$ cat config.mk
export PLATFORM = sky130hd
export DESIGN_NAME = id_ex_stage
export DESIGN_NICKNAME = d
export VERILOG_FILES = /design/src/rtl/id_ex_stage.sv
export SDC_FILE = /design/constraint.sdc
export NUM_CORES = 1
export LEC_CHECK = 0
export ABC_AREA = 1
export BUFFER_PORTS_ARGS = -buffer_cell sky130_fd_sc_hd__buf_2
export CAP_MARGIN = 10
export CORE_AREA = 2 2 119 121
export CTS_CLUSTER_DIAMETER = 40
export DETAILED_ROUTE_END_ITERATION = 7
export DIE_AREA = 0 0 121 123
export PLACE_DENSITY = 0.81
export SLEW_MARGIN = 5
export SYNTH_ARGS = -nofsm -noshare
export SYNTH_HDL_FRONTEND = slang
export SYNTH_SLANG_ARGS = --single-unit
$ cat constraint.sdc
create_clock -name clk -period 2.5 [get_ports clk]
set_input_delay 0.125 -clock clk [delete_from_list [all_inputs] [get_ports clk]]
set_output_delay 0.125 -clock clk [all_outputs]
set_load 0.005 [all_outputs]
$ cat src/rtl/id_ex_stage.sv
// ID/EX pipeline register with execute-side operand selection (forwarding + immediate mux).
// Optional macro ID_EX_FORWARD_EN enables the MEM/WB forwarding muxes; without it operands come straight from the register.
module id_ex_stage #(
  parameter int unsigned WIDTH = 32,
  parameter int unsigned RADDR = 5
) (
  input  logic             clk,
  input  logic             reset,
  input  logic             stall_e,
  input  logic             flush_e,
  input  logic             valid_d,
  input  logic             regwrite_d,
  input  logic             memtoreg_d,
  input  logic             memwrite_d,
  input  logic             alusrc_d,
  input  logic             regdst_d,
  input  logic [2:0]       alucontrol_d,
  input  logic [WIDTH-1:0] rd1_d,
  input  logic [WIDTH-1:0] rd2_d,
  input  logic [WIDTH-1:0] signimm_d,
  input  logic [RADDR-1:0] rs_d,
  input  logic [RADDR-1:0] rt_d,
  input  logic [RADDR-1:0] rd_d,
  input  logic [1:0]       forward_ae,
  input  logic [1:0]       forward_be,
  input  logic [WIDTH-1:0] aluout_m,
  input  logic [WIDTH-1:0] result_w,
  output logic [WIDTH-1:0] srca_e,
  output logic [WIDTH-1:0] srcb_e,
  output logic [2:0]       alucontrol_e,
  output logic [WIDTH-1:0] writedata_e,
  output logic [RADDR-1:0] writereg_e,
  output logic [RADDR-1:0] rs_e,
  output logic [RADDR-1:0] rt_e,
  output logic             regwrite_e,
  output logic             memtoreg_e,
  output logic             memwrite_e,
  output logic             valid_e
);

  logic             r_valid;
  logic             r_regwrite;
  logic             r_memtoreg;
  logic             r_memwrite;
  logic             r_alusrc;
  logic             r_regdst;
  logic [2:0]       r_alucontrol;
  logic [WIDTH-1:0] r_rd1;
  logic [WIDTH-1:0] r_rd2;
  logic [WIDTH-1:0] r_signimm;
  logic [RADDR-1:0] r_rs;
  logic [RADDR-1:0] r_rt;
  logic [RADDR-1:0] r_rd;

  logic [WIDTH-1:0] w_srca;
  logic [WIDTH-1:0] w_writedata;

  // Reset and flush both load a bubble; stall holds; otherwise capture decode.
  always_ff @(posedge clk) begin
    if (reset || flush_e) begin
      r_valid      <= 1'b0;
      r_regwrite   <= 1'b0;
      r_memtoreg   <= 1'b0;
      r_memwrite   <= 1'b0;
      r_alusrc     <= 1'b0;
      r_regdst     <= 1'b0;
      r_alucontrol <= 3'b000;
      r_rd1        <= '0;
      r_rd2        <= '0;
      r_signimm    <= '0;
      r_rs         <= '0;
      r_rt         <= '0;
      r_rd         <= '0;
    end else if (!stall_e) begin
      r_valid      <= valid_d;
      r_regwrite   <= regwrite_d;
      r_memtoreg   <= memtoreg_d;
      r_memwrite   <= memwrite_d;
      r_alusrc     <= alusrc_d;
      r_regdst     <= regdst_d;
      r_alucontrol <= alucontrol_d;
      r_rd1        <= rd1_d;
      r_rd2        <= rd2_d;
      r_signimm    <= signimm_d;
      r_rs         <= rs_d;
      r_rt         <= rt_d;
      r_rd         <= rd_d;
    end
  end

`ifdef ID_EX_FORWARD_EN
  // Select 11 is reserved and falls back to the register value.
  always_comb begin
    w_srca      = r_rd1;
    w_writedata = r_rd2;
    case (forward_ae)
      2'b01:   w_srca = result_w;
      2'b10:   w_srca = aluout_m;
      default: w_srca = r_rd1;
    endcase
    case (forward_be)
      2'b01:   w_writedata = result_w;
      2'b10:   w_writedata = aluout_m;
      default: w_writedata = r_rd2;
    endcase
  end
`else
  // Hazard unit stalls on every RAW hazard, so forward sources are ignored.
  logic w_unused;
  assign w_unused    = ^{forward_ae, forward_be, aluout_m, result_w};
  assign w_srca      = r_rd1;
  assign w_writedata = r_rd2;
`endif

  assign srca_e       = w_srca;
  assign writedata_e  = w_writedata;
  assign srcb_e       = r_alusrc ? r_signimm : w_writedata;
  assign writereg_e   = r_regdst ? r_rd : r_rt;
  assign alucontrol_e = r_alucontrol;
  assign rs_e         = r_rs;
  assign rt_e         = r_rt;
  assign regwrite_e   = r_regwrite;
  assign memtoreg_e   = r_memtoreg;
  assign memwrite_e   = r_memwrite;
  assign valid_e      = r_valid;

endmodule

# Word-level counts from Yosys, hierarchy flattened
# Cells that the tools add are included.
# totals
regBits,120
# classes
n_mux,2
reduce_logical,1
# op_table
cell,count
2-to-1 mux 32 bit,1
2-to-1 mux 5 bit,1
logical OR 1 bit,1

# Longest topological paths before layout
# Gate-level depths: netlist (run 1).
# depth
ltp_word,1
ltp_mapped,6

# Worst setup path before layout (run 1)
# OpenSTA, ideal clock, no wires.
# synth_path
path_kind,flip-flop to output port
startpoint,register r_alusrc
endpoint,output port srcb_e[13]
arrival_ns,0.810
setup_slack_ns,1.565
stages_incl_launch_ff,4
path_buffers,2
path_cell_list,dfxtp_1 -> buf_2 -> clkbuf_1 -> o21ai_0
# synth_between
elab_chain_cells,1
# synth_lines
item,line_no,rtl
start: declaration,45,logic r_alusrc;
start signal: assignment,79,r_alusrc <= alusrc_d;
2-to-1 mux 32 bit,117,assign srcb_e = r_alusrc ? r_signimm : w_writedata;
end: declaration,29,"output logic [WIDTH-1:0] srcb_e,"
# Every way passes these cells.

# Worst setup path in the final report (run 1)
# layout_path
startpoint,register r_alusrc
endpoint,output port srcb_e[20]
# The elaborated chain is that of the path after synthesis.

==> flow_summary.ini, run 1 <==
[timing]
hold_viol = 0
fin_crit_sh_pct = 71.1
setup_viol = 0
rsz0062_at_grt = no
fin_setup_tns_ns = 0
finClkSkew_ns = 0
hold_slack_ns = 0.209
tightest_slew_ns = 0.726
maxSlewHeadroom_pct = 51.6
min_period_ns = 1.78
max_freq_mhz = 563
slew_viol_final = 0
setup_ws_ns = 0.722

[synth]
netlist_area_um2 = 5360
synth.mux.area_fraction_pct = 0
synth_area_leaders = dfxtp_1 (45%), nand2_1 (19%), nor2_1 (17%)
synth_top_area_share_pct = 44.8
ys_warn_count = 0
synth_top_family_by_area = simple AND/OR/NAND/NOR gates
synth_compound_gate_area_share_pct = 3.46
synth_seq_cells = 120
synth_xor_area_share_pct = 0
synth_nets = 1035
ys_seq_area_share_pct = 44.8
avgSynthCellArea_um2 = 6.35
ys_types = 10
synth-simple-area-share_pct = 36.3
synth_fa_ha_area_share_pct = 0
syn_inst = 843
yosysTopAreaCell = dfxtp_1

[place]
post_dp_cell_area_um2 = 6510
dp_hpwl_um = 9060
place_congestion = 0.805
portBuffers = 241
place_ws_ns = 1.19

[grt]
grt_pass1_wl_um = 24600
grt_pass1_vias = 5478
grt_max_degree = 80
antenna_found_initial = 0
track_usage_pct = 21.0
overflow = 0

[route]
highest_layer = met4
drt-met1-wl_um = 6210
wl_met2_um = 8170
detail_route.wl_per_cell_um = 11.7
vias = 5958
dr_wl_met3_um = 1100
ant_nets = 0
drt_iter0_drc = 288
firstDrtPassIters = 5
drc_errors = 0
routed_wl_um = 16100
vias_per_cell = 4.35

[worst_setup_path]
critPathRequiredTime_ns = 2.38
criticalPathCategory = flop to primary output
cp_slowest_stage_delay_ns = 0.49
cp_top_family = buffers and inverters
r2r_end = r_alusrc
critPathMaxFanout = 65
path_buf_inv = 2
slowest_stage = buf_4
critPathCaptureType = primary output
cp_cell_sequence = buf_4 -> nand2_1 -> o21ai_0 -> buf_2
arrival_ns = 1.65
rr_startpoint = r_alusrc
ff2ff_path_depth = 5
r2r_slack_ns = 1.34
critPathLaunchType = flop

[floorplan]
die_area_um2 = 14900
fp.dieH_um = 123
rows = 43
initial_core_util_pct = 39.4
pin_count = 310
core_area_um2 = 13600
fp.dieW_um = 121

[worst_hold_path]
min_path_cells = 3
worstHoldStart = stall_e
hold_class = primary input to flop
holdPathEnd = rs_e[3]

[finish]
final_cell_area_um2 = 8260
final_net_count = 1374
layout_commonest_cell = nand2_1
drive_above_1_share_pct = 23.0
antenna_cells = 0
synthToLayoutAreaGrowth_pct = 54.2
multiInputGateArea_um2 = 2140
mostFrequentLayoutCells = nand2_1 (277), nor2_1 (240), buf_2 (240)
nFillCells = 1154
seq_area_um2 = 2400

[clock_network]
cts_buffers = 17
root_buffer = clkbuf_16
cts_resized = 0
cts_tree = built
cts_sinks = 120
htreeDepth = 4
insertion_delay_ns = 0.42
path_clk_slew_ns = 0.05
ctsLongestPathBuffers = 2

[pwr]
p_leak_nw = 4.33
peakVddDrop_mv = 0.439
p_per_area_nw_per_um2 = 611

[run_status]
status = finished, final reports clean

[flow_run]
drv_cap = 0
## flip-flops by register name, summed over array words and instances (netlist names)
register / cells
alucontrol_e: 3
memtoreg_e: 1
memwrite_e: 1
r_alusrc: 1
r_rd: 5
r_regdst: 1
r_signimm: 32
regwrite_e: 1
rs_e: 5
rt_e: 5
srca_e: 32
valid_e: 1
writedata_e: 32
## worst max path at each step
stage	depth (start not counted)	end	startpoint
2_1_floorplan	3	srcb_e[13]	r_alusrc
3_3_place_gp	3	srcb_e[16]	r_alusrc
3_5_place_dp	3	srcb_e[16]	r_alusrc
4_1_cts	4	srcb_e[20]	r_alusrc
5_1_grt	4	srcb_e[8]	r_alusrc
6_report	4	srcb_e[20]	r_alusrc
## area by class of cell
class                           instances  share of cell area [%]
Timing Repair Buffer                  368                    30.2
Sequential cell                       120                    29.1
Multi-Input combinational cell        555                    25.9
Clock buffer                           24                    5.83
Inverter                              120                    5.45
Tap cell                              180                    2.73
Clock inverter                          4                   0.848
## synthesized netlist by cell type
master and n:
buf_4 4, dfxtp_1 120, nor2_2 1, clkbuf_1 3
nor2_1 240, buf_6 20, nand2_1 277, o21ai_0 37
buf_2 21, inv_1 120
## where the power goes
group | switching, mW | leakage (nW) | internal [mW]
clock network | 0.795 | 0.272 | 1.52
registers | 0.0419 | 0.983 | 2.00
logic | 0.339 | 3.07 | 0.354
## cell families after synthesis
group	after synthesis
buf+inv	168
flops	120
simple gates	518
compound gates	37
## worst register-to-register path, delay by kind of cell (launching register included)
kind,cells,cell delay [ns]
buffers and inverters,2,0.58
flip-flops,1,0.30
AND/OR/NAND/NOR,3,0.21
## per-layer routing
metal  GRT usage [%]  vias to the layer above
met5               0                        -
met4            10.7                        0
met3            6.55                       52
met2            38.1                      244
met1            21.8                     2570
li1                -                     3092
## timing repair
| item | in CTS | in global routing |
|---|---|---|
| setup buffers | 0 | 0 |
| endpoints found under the hold margin | 120 | 0 |
| hold buffers | 120 | 0 |
| endpoints found under the setup margin | 0 | 0 |
## metrics by stage
stage	cells	power (mW)	utilization, %
finish	1371	5.05	60.7
CTS	1371	5.08	60.7
global route	1371	5.26	60.7
global placement	1223	2.59	47.8
floorplan	843	2.40	-
detailed placement	1223	2.60	47.8
No activity file was read; power rests on OpenSTA's default activity.
==> run 2, diff against run 1 <==
==> constraint.sdc (replaced) <==
create_clock -name clk -period 1.73 [get_ports clk]
set_input_delay 0.0865 -clock clk [delete_from_list [all_inputs] [get_ports clk]]
set_output_delay 0.0865 -clock clk [all_outputs]
set_load 0.005 [all_outputs]
==> run 2 against run 1 <==
Effect of this change: die area is the same; sequential cell count did not move; clock power grew 35%; sequential share of layout area fell by 0.097 points; setup slack got worse by 0.47 ns; cell count is 0.29% higher; routed wire length grew 2.5%; combinational power increased by 47%; clock-buffer cell count grew 4; final area is 0.33% higher; critical path depth unchanged; via count increased by 0.62%; critical path type unchanged; largest cell class unchanged; largest power group unchanged; highest routed layer unchanged.
==> flow_summary.ini, run 2 (synthesized netlist as in run 1, its figures left out) <==
[run_status]
status = finished, final reports clean

[timing]
hold_viol = 0
rsz0062_at_grt = no
min_period_ns = 1.47
hold_slack_ns = 0.121
setup_viol = 0
maxSlewHeadroom_pct = 62.6
max_freq_mhz = 678
slew_viol_final = 0
fin_setup_tns_ns = 0
tightest_slew_ns = 0.561
finClkSkew_ns = 0
fin_crit_sh_pct = 85.3

[grt]
grt_use_met2_pct = 40.3
grt_max_degree = 121
use_met1_pct = 21.5
grtUsageMet3_pct = 7.20
overflow = 0
grt_pass1_vias = 5745
track_usage_pct = 21.5
grt_pass1_wl_um = 25500
grt-busiest-layer = met2
antenna_found_initial = 0

[route]
ant_nets = 0
drt_iter0_drc = 370
vias = 5995
routed_wl_um = 16500
firstDrtPassIters = 5
vias_per_cell = 4.36
drc_errors = 0
detail_route.wl_per_cell_um = 12.0

[worst_setup_path]
rr_startpoint = r_alusrc
critPathLaunchType = flop
critPathMaxFanout = 65
critPathRequiredTime_ns = 1.64
critPathCaptureType = primary output
ff2ff_path_depth = 5
r2r_slack_ns = 0.83
arrival_ns = 1.39
criticalPathCategory = flop to primary output
r2r_end = r_alusrc

[pwr]
p_leak_nw = 4.33
p_per_area_nw_per_um2 = 857
peakVddDrop_mv = 0.655

[finish]
synthToLayoutAreaGrowth_pct = 54.7
antenna_cells = 0
drive_above_1_share_pct = 23.0
final_net_count = 1375
layout_commonest_cell = nand2_1
mostFrequentLayoutCells = nand2_1 (277), nor2_1 (240), buf_2 (240)

[floorplan]
fp.dieH_um = 123
fp.dieW_um = 121
pin_count = 310
die_area_um2 = 14900
rows = 43
core_area_um2 = 13600
initial_core_util_pct = 39.4

[clock_network]
root_buffer = clkbuf_16
insertion_delay_ns = 0.40
htreeDepth = 4
cts_sinks = 120
cts_tree = built
cts_buffers = 17
ctsLongestPathBuffers = 2
cts_setup_buffers = 0
path_clk_slew_ns = 0.05

[place]
portBuffers = 241
dp_hpwl_um = 9120
place_congestion = 0.784

[worst_hold_path]
worstHoldStart = stall_e
holdPathEnd = srca_e[27]
hold_class = primary input to flop
min_path_cells = 3

[flow_run]
drv_cap = 0
-- run 2: cell types whose count changed in the layout (fill, tap and decap cells not counted) --
cell	previous run	this run
buf_4	5	2
clkinv_2	2	3
clkbuf_8	3	4
clkbuf_1	4	7
buf_12	2	6
bufinv_16	2	0
-- run 2: power breakdown --
part           total [mW]  internal, mW  switching, mW
clock                3.13          1.97           1.16
sequential           2.95          2.89         0.0631
combinational        1.02         0.525          0.495
total                7.10          5.38           1.72
-- run 2: what timing repair did --
item | CTS | global route
hold buffers | 120 | 0
hold endpoints to repair | 120 | 0
resized for setup | 0 | 0
setup endpoints to repair | 0 | 0
-- run 2: metal layers --
layer / part of all wire (%) / routed length (um)
met3: 7.1 / 1160
met4: 3.2 / 526
met2: 52 / 8610
met5: 0 / 0
met1: 37 / 6170
-- run 2: stage by stage --
step	power, mW	setup WS (ns)	area [um^2]	util, %	instances
after detailed placement	3.78	0.636	6560	48.2	1224
after floorplan	3.47	0.833	5360	-	843
final	7.10	0.255	8290	60.9	1375
after global routing	7.40	0.194	8290	60.9	1375
after CTS	7.13	0.273	8290	60.9	1375
after global placement	3.76	0.687	6560	48.2	1224
-- run 2: cell type report --
class | count | area [um^2]
clock buffer | 28 | 507
timing repair buffer | 369 | 2550
inverter | 120 | 450
fill | 1099 | 5330
multi-input combinational | 555 | 2140
sequential | 120 | 2400
tap | 180 | 225
clock inverter | 3 | 15.0
-- run 2: worst max-delay path by stage --
stage,from,end,cells after the start,slack [ns]
after CTS,r_alusrc,srcb_e[26],4,0.27
after global routing,r_alusrc,srcb_e[18],4,0.19
after floorplan,r_alusrc,srcb_e[13],3,0.83
after detailed placement,flush_e,srca_e[20],5,0.64
final,r_alusrc,srcb_e[21],4,0.26
after global placement,flush_e,srca_e[15],5,0.69
-- run 2: worst max-delay path: stages, from the launching register on --
cell and delay [ns]:
dfxtp_2 0.33, buf_12 0.23, nand2_1 0.10, o21ai_0 0.12, buf_2 0.16
==> run 3, diff against run 2 <==
==> constraint.sdc (replaced) <==
create_clock -name clk -period 1.73 [get_ports clk]
set_input_delay 0.0865 -clock clk [delete_from_list [all_inputs] [get_ports clk]]
set_output_delay 0.0865 -clock clk [all_outputs]
set_load 0.1 [all_outputs]
==> run 3 against run 2 <==
Effect of this change: final area is 13% higher; critical path depth stayed put; die area stayed put; routed wire length is 9.8% higher; worst hold slack better by 0.020 ns; non-clock buffer count is 9 higher; clock skew stayed put; critical endpoint is now srcb_e[12]; largest cell class unchanged; largest power group unchanged.
==> flow_summary.ini, run 3 (synthesized netlist as in run 1, its figures left out) <==
[floorplan]
pin_count = 310
fp.dieW_um = 121
die_area_um2 = 14900
rows = 43
initial_core_util_pct = 39.4
fp.dieH_um = 123
core_area_um2 = 13600

[worst_hold_path]
hold_class = primary input to flop
holdPathEnd = r_rd[2]
min_path_cells = 5
worstHoldStart = reset

[flow_run]
drv_cap = 0

[timing]
slew_viol_final = 0
tightest_slew_ns = 0.527
finClkSkew_ns = 0
maxSlewHeadroom_pct = 64.8
hold_viol = 0
max_freq_mhz = 589
rsz0062_at_grt = yes
setup_ws_ns = 0.0320
fin_crit_sh_pct = 98.2
min_period_ns = 1.70
setup_viol = 0

[grt]
track_usage_pct = 24.0
grt_pass1_vias = 6008
grt_max_degree = 82
antenna_found_initial = 0
overflow = 0
grt_pass1_wl_um = 28100

[place]
place_ws_ns = 0.335
portBuffers = 241
dp_hpwl_um = 9820
place_congestion = 0.766

[route]
vias = 6133
detail_route.wl_per_cell_um = 13.1
routed_wl_um = 18100
drt_iter0_drc = 383
drc_errors = 0
vias_per_cell = 4.43
firstDrtPassIters = 6
ant_nets = 0

[worst_setup_path]
criticalPathCategory = flop to primary output
r2r_slack_ns = 0.74
critPathCaptureType = primary output
arrival_ns = 1.61
rr_startpoint = r_regdst
ff2ff_path_depth = 4
r2r_end = r_regdst
critPathRequiredTime_ns = 1.64
critPathMaxFanout = 23
critPathLaunchType = flop

[clock_network]
htreeDepth = 4
cts_tree = built
root_buffer = clkbuf_16
insertion_delay_ns = 0.41
cts_sinks = 120
ctsLongestPathBuffers = 2
path_clk_slew_ns = 0.06
cts_buffers = 17

[pwr]
power_frac_clock_pct = 40.9
p_comb_share_pct = 24.9
p_per_area_nw_per_um2 = 923
p_leak_nw = 4.65
swShare_pct = 32.3
peakVddDrop_mv = 0.714
pwr-share-seq_pct = 34.2
p_sw_mw = 2.80
internal_power_mw = 5.86
power.total_mw = 8.67

[finish]
final_net_count = 1384
layout_commonest_cell = nand2_1
mostFrequentLayoutCells = nand2_1 (277), nor2_1 (240), buf_2 (207)
synthToLayoutAreaGrowth_pct = 75.3
antenna_cells = 0
drive_above_1_share_pct = 30.1
final_util_pct = 69.0

[run_status]
status = finished, final reports clean
-- run 3: cell count changes in the layout (fill, tap and decap cells not counted), moves of 4 or more --
cell	delta
buf_2	-33
dfxtp_1	-37
clkbuf_1	-4
o21ai_0	-37
o21ai_4	+37
dfxtp_2	+36
buf_4	+8
buf_12	+31
-- run 3: area by class of cell --
type | instances | area [um^2]
fillers | 980 | 4220
clock inverters | 10 | 128
flip-flops and latches | 120 | 2450
clock buffers | 21 | 450
inverters | 120 | 450
well taps | 180 | 225
repair buffers | 378 | 3130
multi-input cells | 555 | 2550
-- run 3: per-stage QoR --
stage	std cells	cell area (um^2)	hold slack [ns]	TNS [ns]
after floorplan	843	5820	0.216	0
after global placement	1227	7530	0.301	0
after detailed placement	1227	7530	0.308	0
after CTS	1382	9370	0.128	-0.000809
after global routing	1384	9390	0.156	-0.201
final	1384	9390	0.141	0
-- run 3: how the worst max path moves through the flow --
stage / endpoint / startpoint / cells after the start
global route: srcb_e[18] / r_alusrc / 4
detailed placement: srcb_e[0] / r_alusrc / 4
CTS: srcb_e[0] / r_alusrc / 3
global placement: srcb_e[29] / r_alusrc / 4
floorplan: srcb_e[10] / r_alusrc / 2
finish: srcb_e[12] / r_alusrc / 4
-- run 3: timing repair --
action,CTS,global route
resized for setup,2,1
hold buffers,120,0
setup buffers,3,2
setup endpoints to repair,32,30
cloned,1,0
endpoints found under the hold margin,120,0
-- run 3: per-layer routing --
layer / global-route usage (%) / part of all wire (%) / vias to the layer above
li1: - / - / 3129
met1: 25.1 / 38 / 2730
met2: 44.6 / 52 / 228
met3: 7.29 / 6.6 / 46
met4: 10.1 / 3.3 / 0
met5: 0 / 0 / -
-- run 3: power by group through the flow --
stage | clock [mW] | combinational [mW] | sequential [mW]
finish | 3.55 | 2.16 | 2.96
global route | 3.76 | 2.28 | 2.98
CTS | 3.60 | 2.12 | 2.96
detailed placement | 0 | 1.89 | 3.02
global placement | 0 | 1.87 | 3.01
floorplan | 0 | 0.860 | 3.59
-- run 3: critical path, stage by stage (launching register included) --
cell and delay, ns:
dfxtp_4 0.49, buf_12 0.26, nand2_1 0.14, o21ai_4 0.10, buf_12 0.19
